**src/rtl/mem_arbiter_pkg.sv**
```systemverilog
// Shared constants for the instruction/data memory arbiter: FSM states,
// grant owners and internal counter widths.
package mem_arbiter_pkg;

    localparam int unsigned LAT_W    = 2;
    localparam int unsigned STREAK_W = 4;

    typedef enum logic [1:0] {
        ARB_IDLE  = 2'd0,
        ARB_ISSUE = 2'd1,
        ARB_WAIT  = 2'd2,
        ARB_DONE  = 2'd3
    } arb_state_e;

    typedef enum logic {
        OWN_I = 1'b0,
        OWN_D = 1'b1
    } arb_owner_e;

endpackage

```
**src/rtl/mem_arbiter.sv**
```systemverilog
// Arbitrates the core's fetch and data ports onto one single-port synchronous
// memory; data has priority, bounded by a starvation limit for fetch.
module mem_arbiter
    import mem_arbiter_pkg::*;
#(
    parameter int unsigned WORD_LEN     = 32,
    parameter int unsigned MEM_LATENCY  = 1,
    parameter int unsigned STARVE_LIMIT = 4
) (
    input  logic                clk,
    input  logic                rst_n,
    input  logic                i_req,
    input  logic [WORD_LEN-1:0] i_addr,
    output logic                i_ready,
    output logic [WORD_LEN-1:0] i_rdata,
    input  logic                d_req,
    input  logic                d_wen,
    input  logic [WORD_LEN-1:0] d_addr,
    input  logic [WORD_LEN-1:0] d_wdata,
    output logic                d_ready,
    output logic [WORD_LEN-1:0] d_rdata,
    output logic                mem_en,
    output logic                mem_wen,
    output logic [WORD_LEN-1:0] mem_addr,
    output logic [WORD_LEN-1:0] mem_wdata,
    input  logic [WORD_LEN-1:0] mem_rdata,
    output logic                busy
);

    localparam logic [LAT_W-1:0]    LAT_LAST   = LAT_W'(MEM_LATENCY - 1);
    localparam logic [STREAK_W-1:0] STREAK_MAX = STREAK_W'(STARVE_LIMIT);

    arb_state_e          state_q, state_d;
    arb_owner_e          owner_q, owner_d;
    logic                wen_q, wen_d;
    logic [LAT_W-1:0]    lat_q, lat_d;
    logic [STREAK_W-1:0] streak_q, streak_d;

    logic                i_ready_q, i_ready_d;
    logic                d_ready_q, d_ready_d;
    logic [WORD_LEN-1:0] i_rdata_q, i_rdata_d;
    logic [WORD_LEN-1:0] d_rdata_q, d_rdata_d;
    logic                mem_en_q, mem_en_d;
    logic                mem_wen_q, mem_wen_d;
    logic [WORD_LEN-1:0] mem_addr_q, mem_addr_d;
    logic [WORD_LEN-1:0] mem_wdata_q, mem_wdata_d;
    logic                busy_q, busy_d;

    logic                grant_d;

    always_comb begin
        state_d     = state_q;
        owner_d     = owner_q;
        wen_d       = wen_q;
        lat_d       = lat_q;
        streak_d    = streak_q;
        i_ready_d   = 1'b0;
        d_ready_d   = 1'b0;
        i_rdata_d   = i_rdata_q;
        d_rdata_d   = d_rdata_q;
        mem_en_d    = 1'b0;
        mem_wen_d   = 1'b0;
        mem_addr_d  = mem_addr_q;
        mem_wdata_d = mem_wdata_q;
        grant_d     = d_req && (!i_req || (streak_q < STREAK_MAX));

        case (state_q)
            ARB_IDLE: begin
                if (d_req || i_req) begin
                    state_d  = ARB_ISSUE;
                    mem_en_d = 1'b1;
                    if (grant_d) begin
                        owner_d     = OWN_D;
                        wen_d       = d_wen;
                        mem_addr_d  = d_addr;
                        mem_wdata_d = d_wdata;
                        streak_d    = i_req ? (streak_q + 4'd1) : '0;
                    end else begin
                        owner_d    = OWN_I;
                        wen_d      = 1'b0;
                        mem_addr_d = i_addr;
                        streak_d   = '0;
                    end
                    mem_wen_d = wen_d;
                end
            end
            ARB_ISSUE: begin
                state_d = ARB_WAIT;
                lat_d   = LAT_LAST;
            end
            ARB_WAIT: begin
                // WAIT spans MEM_LATENCY cycles so mem_rdata is sampled once
                // valid; this gives the MEM_LATENCY+2 request-to-ready latency.
                if (lat_q == '0) begin
                    state_d = ARB_DONE;
                    if (!wen_q) begin
                        if (owner_q == OWN_I) i_rdata_d = mem_rdata;
                        else                  d_rdata_d = mem_rdata;
                    end
                    i_ready_d = (owner_q == OWN_I);
                    d_ready_d = (owner_q == OWN_D);
                end else begin
                    lat_d = lat_q - 2'd1;
                end
            end
            ARB_DONE: begin
                state_d = ARB_IDLE;
            end
            default: begin
                state_d = ARB_IDLE;
            end
        endcase

        busy_d = (state_d != ARB_IDLE);
    end

    always_ff @(posedge clk or negedge rst_n) begin
        if (!rst_n) begin
            state_q     <= ARB_IDLE;
            owner_q     <= OWN_I;
            wen_q       <= 1'b0;
            lat_q       <= '0;
            streak_q    <= '0;
            i_ready_q   <= 1'b0;
            d_ready_q   <= 1'b0;
            i_rdata_q   <= '0;
            d_rdata_q   <= '0;
            mem_en_q    <= 1'b0;
            mem_wen_q   <= 1'b0;
            mem_addr_q  <= '0;
            mem_wdata_q <= '0;
            busy_q      <= 1'b0;
        end else begin
            state_q     <= state_d;
            owner_q     <= owner_d;
            wen_q       <= wen_d;
            lat_q       <= lat_d;
            streak_q    <= streak_d;
            i_ready_q   <= i_ready_d;
            d_ready_q   <= d_ready_d;
            i_rdata_q   <= i_rdata_d;
            d_rdata_q   <= d_rdata_d;
            mem_en_q    <= mem_en_d;
            mem_wen_q   <= mem_wen_d;
            mem_addr_q  <= mem_addr_d;
            mem_wdata_q <= mem_wdata_d;
            busy_q      <= busy_d;
        end
    end

    assign i_ready   = i_ready_q;
    assign d_ready   = d_ready_q;
    assign i_rdata   = i_rdata_q;
    assign d_rdata   = d_rdata_q;
    assign mem_en    = mem_en_q;
    assign mem_wen   = mem_wen_q;
    assign mem_addr  = mem_addr_q;
    assign mem_wdata = mem_wdata_q;
    assign busy      = busy_q;

endmodule
```
**config.mk**
```make
export PLATFORM = sky130hd
export DESIGN_NAME = mem_arbiter
export DESIGN_NICKNAME = d
export VERILOG_FILES = /design/src/rtl/mem_arbiter_pkg.sv /design/src/rtl/mem_arbiter.sv
export SDC_FILE = /design/constraint.sdc
export NUM_CORES = 1
export LEC_CHECK = 0
export CAP_MARGIN = 20
export CORE_ASPECT_RATIO = 1.5
export CORE_MARGIN = 8
export CORE_UTILIZATION = 46
export CTS_BUF_LIST = sky130_fd_sc_hd__clkbuf_8
export CTS_CLUSTER_DIAMETER = 100
export CTS_CLUSTER_SIZE = 20
export DETAILED_ROUTE_END_ITERATION = 8
export MAX_ROUTING_LAYER = met4
export PLACE_DENSITY = 0.92
export SLEW_MARGIN = 20
export SYNTH_ARGS = -nofsm -noshare
export SYNTH_HDL_FRONTEND = slang
export SYNTH_SLANG_ARGS = --single-unit
```
**constraint.sdc**
```tcl
create_clock -name clk -period 3.4 [get_ports clk]
set_clock_uncertainty 0.05 [all_clocks]
set_input_delay 0.68 -clock clk [delete_from_list [all_inputs] [get_ports clk]]
set_output_delay 0.68 -clock clk [all_outputs]
set_load 0.05 [all_outputs]
```
==> results.md, run 1 <==
* CTS H-Tree Depth at 4
* Leading cell types by count after synthesis: sky130_fd_sc_hd__dfrtp_1 (143), sky130_fd_sc_hd__mux2_1 (96), sky130_fd_sc_hd__nand2_1 (68)
* Total CTS buffers at 17
* I/O pins at 266
* Post-layout util at 0.7190
* Clock period minus final worst setup slack at 2.388 ns
* Max Slew Vio Count at 0
* Endpoints failing hold at 0
* Vias per std cell at 5.291
* Total congestion overflow at 0
* Cts hold-fix bufs at 0
* Global-route wire length before repair at 26720 um
* Slew Limit Headroom at 0.4573
* CTS tree: built
* Gates resized, CTS repair at 0
* Routed WL per cell at around 20 um
* Cell Pwr Density at 1171 mW/mm^2
* Buffer count from post-CTS setup fixing at 0
* Pre-CTS setup slack at 0.6249 ns
* Via count of the first global-routing pass at 5073
* Setup slack after layout at 1.012 ns
* Max VDD drop at 0.6492 mV
* Average footprint of a synthesized cell at 13.17 sq um
* Full die area at 0.01651 sq mm
* Yosys warning total at 0
* Total Routed Length at 17120 um
* Clk Tree Root Cell: sky130_fd_sc_hd__clkbuf_8
* Proportion of synthesized chip area in sequential cells at 0.6177
* Die W at between 100 and 150 um
* Most instantiated library cell after synthesis: sky130_fd_sc_hd__dfrtp_1
* IO buf count at 265
* Synthesized instance count at 440
* Biggest fanout along the worst timing path at 33
* Post-route clock period utilization at 0.7024
* DP Wirelength at ~13000 um
* Critical path launch point type: primary input
* Proportion of register bits with asynchronous set or reset after synthesis at 1.000
* Violation count after the first detailed-route iteration at between 150 and 200
* Worst hold slack across all endpoints at between 0.2 and 0.3 ns
* Clock slew at reported path FFs at 0.08 ns
* Yosys cell types at 29
* Diode count at 0
* Remaining antenna violation count at 0
* Design Power at 10.43 mW
* Crit Path Class: in -> reg
* Number of sinks driven by the clock tree at 143
* Type of the worst min-delay path: in -> async
* Most used flip-flop cell after synthesis: sky130_fd_sc_hd__dfrtp_1
* Area fraction of the dominant cell type after synthesis at 0.6177
* Placeable Area at 0.01239 sq mm
* Initial antenna violation count at 0
* Largest net degree at the start of global routing at 90
* Netlist area before placement at 0.005793 sq mm
* Net count reported at finish at 840
* Uppermost layer routed: met4
* Die height at between 150 and 200 um
* Arrival time worst endpoint at roughly 2.7 ns
* Setup repair after global routing missed its margin: false
* Count of max-cap constraint violations at 0
* Slew of the pin with the lowest slew margin at 0.8140 ns
* Run status: completed
* Largest cells by area after synthesis: sky130_fd_sc_hd__dfrtp_1 (62%), sky130_fd_sc_hd__mux2_1 (19%), sky130_fd_sc_hd__nand2_1 (4.4%)
* Setup TNS at 0 ns
* Max Fclk at ~420 MHz
* CTS max path bufs at 2
* Fraction of layout instances using a drive strength above 1 at 0.06583
* Synth Register Bits at ~140
* RePlAce Congestion at 0.8532
* Detailed-routing wirelength on met1 at around 6400 um
* Leak pwr at 3.676 nW
* Routed wl met2 at ~9000 um
* Layout Area Growth over Synthesis at 53.74%
* EDFF count, synth at 0
* Category of the worst setup path capture point: flip-flop
* Initial core utilization at 0.4677
* GRT Overall Usage at 0.2123
* Iteration count of the initial detailed-routing pass at 5
* Std-Cell Rows at 50
* Worst-Skew Late Latency at 0.42 ns
* Detailed-route DRC error count at 0
* Number of vias in the routed layout at 4603
* Total nets after synthesis at 578
* Setup violations, final at 0
* Biggest area consumer among synthesized cells: sky130_fd_sc_hd__dfrtp_1
* Data required time of the worst path at 3.68 ns
* Detailed-routed wire length on met3 at slightly above 900 um
-- report_power, final --
group | internal [mW] | switching, mW | total, mW
combinational | 2.14 | 4.12 | 6.26
clock | 0.518 | 0.630 | 1.15
sequential | 2.55 | 0.466 | 3.01
-- cell families (layout without fill, tap and decap cells) --
group,after synthesis,after routing,synth area share
buf+inv,38,312,0.03347
mux,96,96,0.1866
fa+ha+maj,5,5,0.01080
xor+xnor,2,2,0.003024
compound gates,43,43,0.05529
simple gates,113,113,0.09309
flops,143,143,0.6177
-- per-stage QoR --
| step | area, sq um | std cells |
|---|---|---|
| 6_report | 8906 | 870 |
| 2_1_floorplan | 5793 | 440 |
| 4_1_cts | 8906 | 870 |
| 3_5_place_dp | 8569 | 839 |
| 3_3_place_gp | 8569 | 839 |
| 5_1_grt | 8906 | 870 |
-- flip-flops by register name, summed over array words and instances (netlist names) --
signal     count
wen_q          1
mem_wen        1
owner_q        1
streak_q       4
busy           1
i_rdata       32
i_ready        1
mem_en         1
d_rdata       32
d_ready        1
lat_q          2
state_q        2
mem_wdata     32
mem_addr      32
-- worst max-delay path, cell delays in order --
cell and delay (ns):
sky130_fd_sc_hd__clkdlybuf4s50_1 0.58, sky130_fd_sc_hd__buf_4 0.36, sky130_fd_sc_hd__o21ai_2 0.07, sky130_fd_sc_hd__buf_4 0.20
sky130_fd_sc_hd__inv_2 0.43, sky130_fd_sc_hd__nand2_1 0.14, sky130_fd_sc_hd__o211ai_1 0.18
-- worst paths after layout --
path | startpoint | to | slack (ns) | depth (start not counted)
min in group clk | mem_wdata[15] | mem_wdata[15] | 0.44 | 1
min | rst_n | d_rdata[2] | 0.27 | 1
max | d_req | mem_addr[22] | 1.01 | 7
max in group asynchronous | rst_n | mem_addr[30] | 2.21 | 2
min reg2reg | mem_wdata[15] | mem_wdata[15] | 0.44 | 1
max reg2reg | state_q[0] | mem_wdata[9] | 1.03 | 5
-- per-layer routing --
layer	vias to the layer above	global-route usage
met1	2271	0.2210
li1	2085	-
met5	-	-
met2	205	0.3666
met4	0	0.1089
met3	42	0.04293
-- cell type report --
class / count / area (sq um)
clock buffer: 18 / 247.7
clock inverter: 13 / 88.84
fill: 836 / 3481
inverter: 5 / 18.77
multi-input combinational: 259 / 2028
sequential: 143 / 3578
tap: 156 / 195.2
timing repair buffer: 276 / 2749
-- cells in the final DEF (no fill, tap or decap), types with 4 or more instances in the layout --
cell type / n
sky130_fd_sc_hd__clkdlybuf4s50_1: 264
sky130_fd_sc_hd__dfrtp_1: 143
sky130_fd_sc_hd__mux2_1: 96
sky130_fd_sc_hd__nand2_1: 68
sky130_fd_sc_hd__nand4_1: 33
sky130_fd_sc_hd__o211ai_1: 32
sky130_fd_sc_hd__clkbuf_8: 18
sky130_fd_sc_hd__buf_4: 10
sky130_fd_sc_hd__inv_1: 5
sky130_fd_sc_hd__ha_1: 5
sky130_fd_sc_hd__clkinvlp_4: 4
sky130_fd_sc_hd__clkinv_2: 4
Power figures use the tool's default switching activity.
==> run 2, diff against run 1 <==
--- a/config.mk
+++ b/config.mk
@@ -8,13 +8,13 @@
 export CAP_MARGIN = 20
 export CORE_ASPECT_RATIO = 1.5
 export CORE_MARGIN = 8
-export CORE_UTILIZATION = 46
+export CORE_UTILIZATION = 43
 export CTS_BUF_LIST = sky130_fd_sc_hd__clkbuf_8
 export CTS_CLUSTER_DIAMETER = 100
 export CTS_CLUSTER_SIZE = 20
 export DETAILED_ROUTE_END_ITERATION = 8
 export MAX_ROUTING_LAYER = met4
-export PLACE_DENSITY = 0.92
+export PLACE_DENSITY = 0.87
 export SLEW_MARGIN = 20
 export SYNTH_ARGS = -nofsm -noshare
 export SYNTH_HDL_FRONTEND = slang
==> constraint.sdc (replaced) <==
create_clock -name clk -period 2.5 [get_ports clk]
set_clock_uncertainty 0.05 [all_clocks]
set_input_delay 0.5 -clock clk [delete_from_list [all_inputs] [get_ports clk]]
set_output_delay 0.5 -clock clk [all_outputs]
set_load 0.05 [all_outputs]
==> results.md, run 2 (synthesis gave the netlist of run 1 again) <==
* Run status: completed
* Design Power at 14.58 mW (+40%)
* Post-route clock period utilization at 0.8773
* Worst-Skew Late Latency at 0.42 ns (about the same)
* Biggest fanout along the worst timing path at 2 (-94%)
* Via count of the first global-routing pass at 5171 (+1.9%)
* Total congestion overflow at 0 (unchanged)
* Remaining antenna violation count at 0 (unchanged)
* Count of max-cap constraint violations at 0 (unchanged)
* Number of sinks driven by the clock tree at 143 (unchanged)
* IO buf count at 265 (unchanged)
* Slew of the pin with the lowest slew margin at 0.8575 ns (+0.04352 ns)
* Gates resized, CTS repair at 0 (unchanged)
* Register area at 0.003578 sq mm (unchanged)
* Setup TNS at 0 ns (unchanged)
* Full die area at 0.01752 sq mm (+6.1%)
* CTS tree: built
* Critical-path top delay cell: sky130_fd_sc_hd__clkdlybuf4s50_1
* Cell Pwr Density at 1619 mW/mm^2 (+38%)
* Slew Limit Headroom at 0.4283 (-0.02902)
* Vias per std cell at 5.236 (-1.0%)
* Diode count at 0 (unchanged)
* Type of the worst min-delay path: in -> async
* Number of vias in the routed layout at 4592 (-0.24%)
* Initial core utilization at 0.4343 (-0.03334)
* Die height at 158.2 um (+3.1%)
* Most used cells in the layout excluding fill and tap cells: sky130_fd_sc_hd__clkdlybuf4s50_1 (264), sky130_fd_sc_hd__dfrtp_1 (143), sky130_fd_sc_hd__mux2_1 (96)
* Clock slew at reported path FFs at 0.08 ns (about the same)
* Area taken by multi-input logic gates at 0.002029 sq mm (about the same)
* Max Slew Vio Count at 0 (unchanged)
* CTS H-Tree Depth at 4 (unchanged)
* Max VDD drop at 0.7357 mV (+13%)
* DP Wirelength at 13360 um (+0.92%)
* Detailed-route DRC error count at 0 (unchanged)
* Std-Cell Rows at 52 (+4.0%)
* Violation count after the first detailed-route iteration at 168 (+5.7%)
* Routed WL per cell at 19.95 um (+1.3%)
* Total Routed Length at 17490 um (+2.2%)
* Most common cell after layout, fill and taps aside: sky130_fd_sc_hd__clkdlybuf4s50_1
* Leak pwr at 3.718 nW (+1.1%)
* I/O pins at 266 (unchanged)
* Endpoints failing hold at 0 (unchanged)
* Setup repair after global routing missed its margin: false
* Global-route wire length before repair at 28160 um (+5.4%)
* Initial antenna violation count at 0 (unchanged)
* CTS max path bufs at 2 (unchanged)
* Number of buffer and inverter stages on the critical path at 1 (-3)
* Crit Path Class: reg -> out
* GRT Overall Usage at 0.2063 (-0.005961)
* RePlAce Congestion at 0.7791 (-8.7%)
* Fraction of layout instances using a drive strength above 1 at 0.06853 (+0.002705)
* Max Fclk at roughly 460 MHz
* CP Cell Sequence: clkdlybuf4s50_1
* Setup violations, final at 0 (unchanged)
* Data required time of the worst path at 1.95 ns (-1.73 ns)
* Total CTS buffers at 17 (unchanged)
* Layout Area Growth over Synthesis at 55.51%
* Iteration count of the initial detailed-routing pass at 4 (-1)
* Largest delay contributor family on the critical path: buffers and inverters
* Arrival time worst endpoint at 1.64 ns (-1.03 ns)
* Largest net degree at the start of global routing at 135 (+50%)
* Critical path launch point type: flip-flop
* Net count reported at finish at 840 (unchanged)
* Worst hold slack across all endpoints at 0.3927 ns (+0.1261 ns)
* Number of fill cells in the layout at 948 (+13%)
* Category of the worst setup path capture point: primary output
* Worst stage delay on the critical path at 0.85 ns (+0.27 ns)
* Clock period minus final worst setup slack at between 2 and 2.5 ns
* Clk Tree Root Cell: sky130_fd_sc_hd__clkbuf_8
* Die W at 110.8 um (+2.9%)
* Placeable Area at 0.01334 sq mm (+7.7%)
[run 2: cell count changes in the layout (fill, tap and decap cells not counted), moves of 2 or more]
cell	previous run	this run
sky130_fd_sc_hd__clkinv_2	4	1
sky130_fd_sc_hd__bufinv_16	0	3
sky130_fd_sc_hd__clkinv_4	1	4
sky130_fd_sc_hd__clkinvlp_4	4	2
[run 2: layout make-up]
class / instances / area share
Tap cell: 162 / 0.02250
Inverter: 5 / 0.002083
Clock buffer: 18 / 0.02750
Sequential cell: 143 / 0.3972
Timing Repair Buffer: 276 / 0.3054
Multi-Input combinational cell: 259 / 0.2253
Clock inverter: 14 / 0.02000
[run 2: through the flow]
| stage | std cells | setup WS, ns | cell area, sq um | util |
|---|---|---|---|---|
| finish | 877 | 0.3068 | 9009 | 0.6754 |
| global route | 877 | 0.1999 | 9009 | 0.6754 |
| CTS | 877 | 0.2603 | 9007 | 0.6753 |
| detailed placement | 844 | -0.0001101 | 8569 | 0.6425 |
| global placement | 844 | 0.1211 | 8569 | 0.6425 |
| floorplan | 440 | 0.7358 | 5793 | - |
[run 2: path summary, 6_finish.rpt]
path / end / cells past startpoint / from / slack, ns
hold / removal: d_rdata[8] / 2 / rst_n / 0.39
min in group clk: streak_q[0] / 1 / streak_q[0] / 0.44
max in group asynchronous: mem_wdata[11] / 3 / rst_n / 1.11
hold reg to reg: streak_q[0] / 1 / streak_q[0] / 0.44
setup / recovery: i_rdata[10] / 1 / i_rdata[10] / 0.31
setup reg to reg: mem_addr[14] / 7 / state_q[0] / 0.33
[run 2: timing repair]
| action | in CTS | in global routing |
|---|---|---|
| hold buffers | 1 | 0 |
| buffers inserted | 0 | 0 |
| endpoints found under the hold margin | 9 | 0 |
[run 2: power breakdown]
group / switching (mW) / internal (mW) / leakage [nW] / total [mW]
combinational: 5.64 / 2.92 / 1.80 / 8.55
sequential: 0.629 / 3.46 / 1.71 / 4.09
clock: 0.908 / 1.03 / 0.211 / 1.94
[run 2: per-layer routing]
layer | up-vias | wire length [um] | part of all wire | GRT usage
met3 | 27 | 1215 | 0.069 | 0.07167
met1 | 2250 | 6533 | 0.37 | 0.2170
met5 | - | 0 | 0 | -
met4 | 0 | 418 | 0.024 | 0.06912
met2 | 224 | 9325 | 0.53 | 0.3554
li1 | 2091 | - | - | -
==> run 3, diff against run 2 <==
--- a/config.mk
+++ b/config.mk
@@ -19,3 +19,4 @@
 export SYNTH_ARGS = -nofsm -noshare
 export SYNTH_HDL_FRONTEND = slang
 export SYNTH_SLANG_ARGS = --single-unit
+export TNS_END_PERCENT = 30
==> results of run 3 <==
Final layout, timing and power as in run 2 (identical DEF).
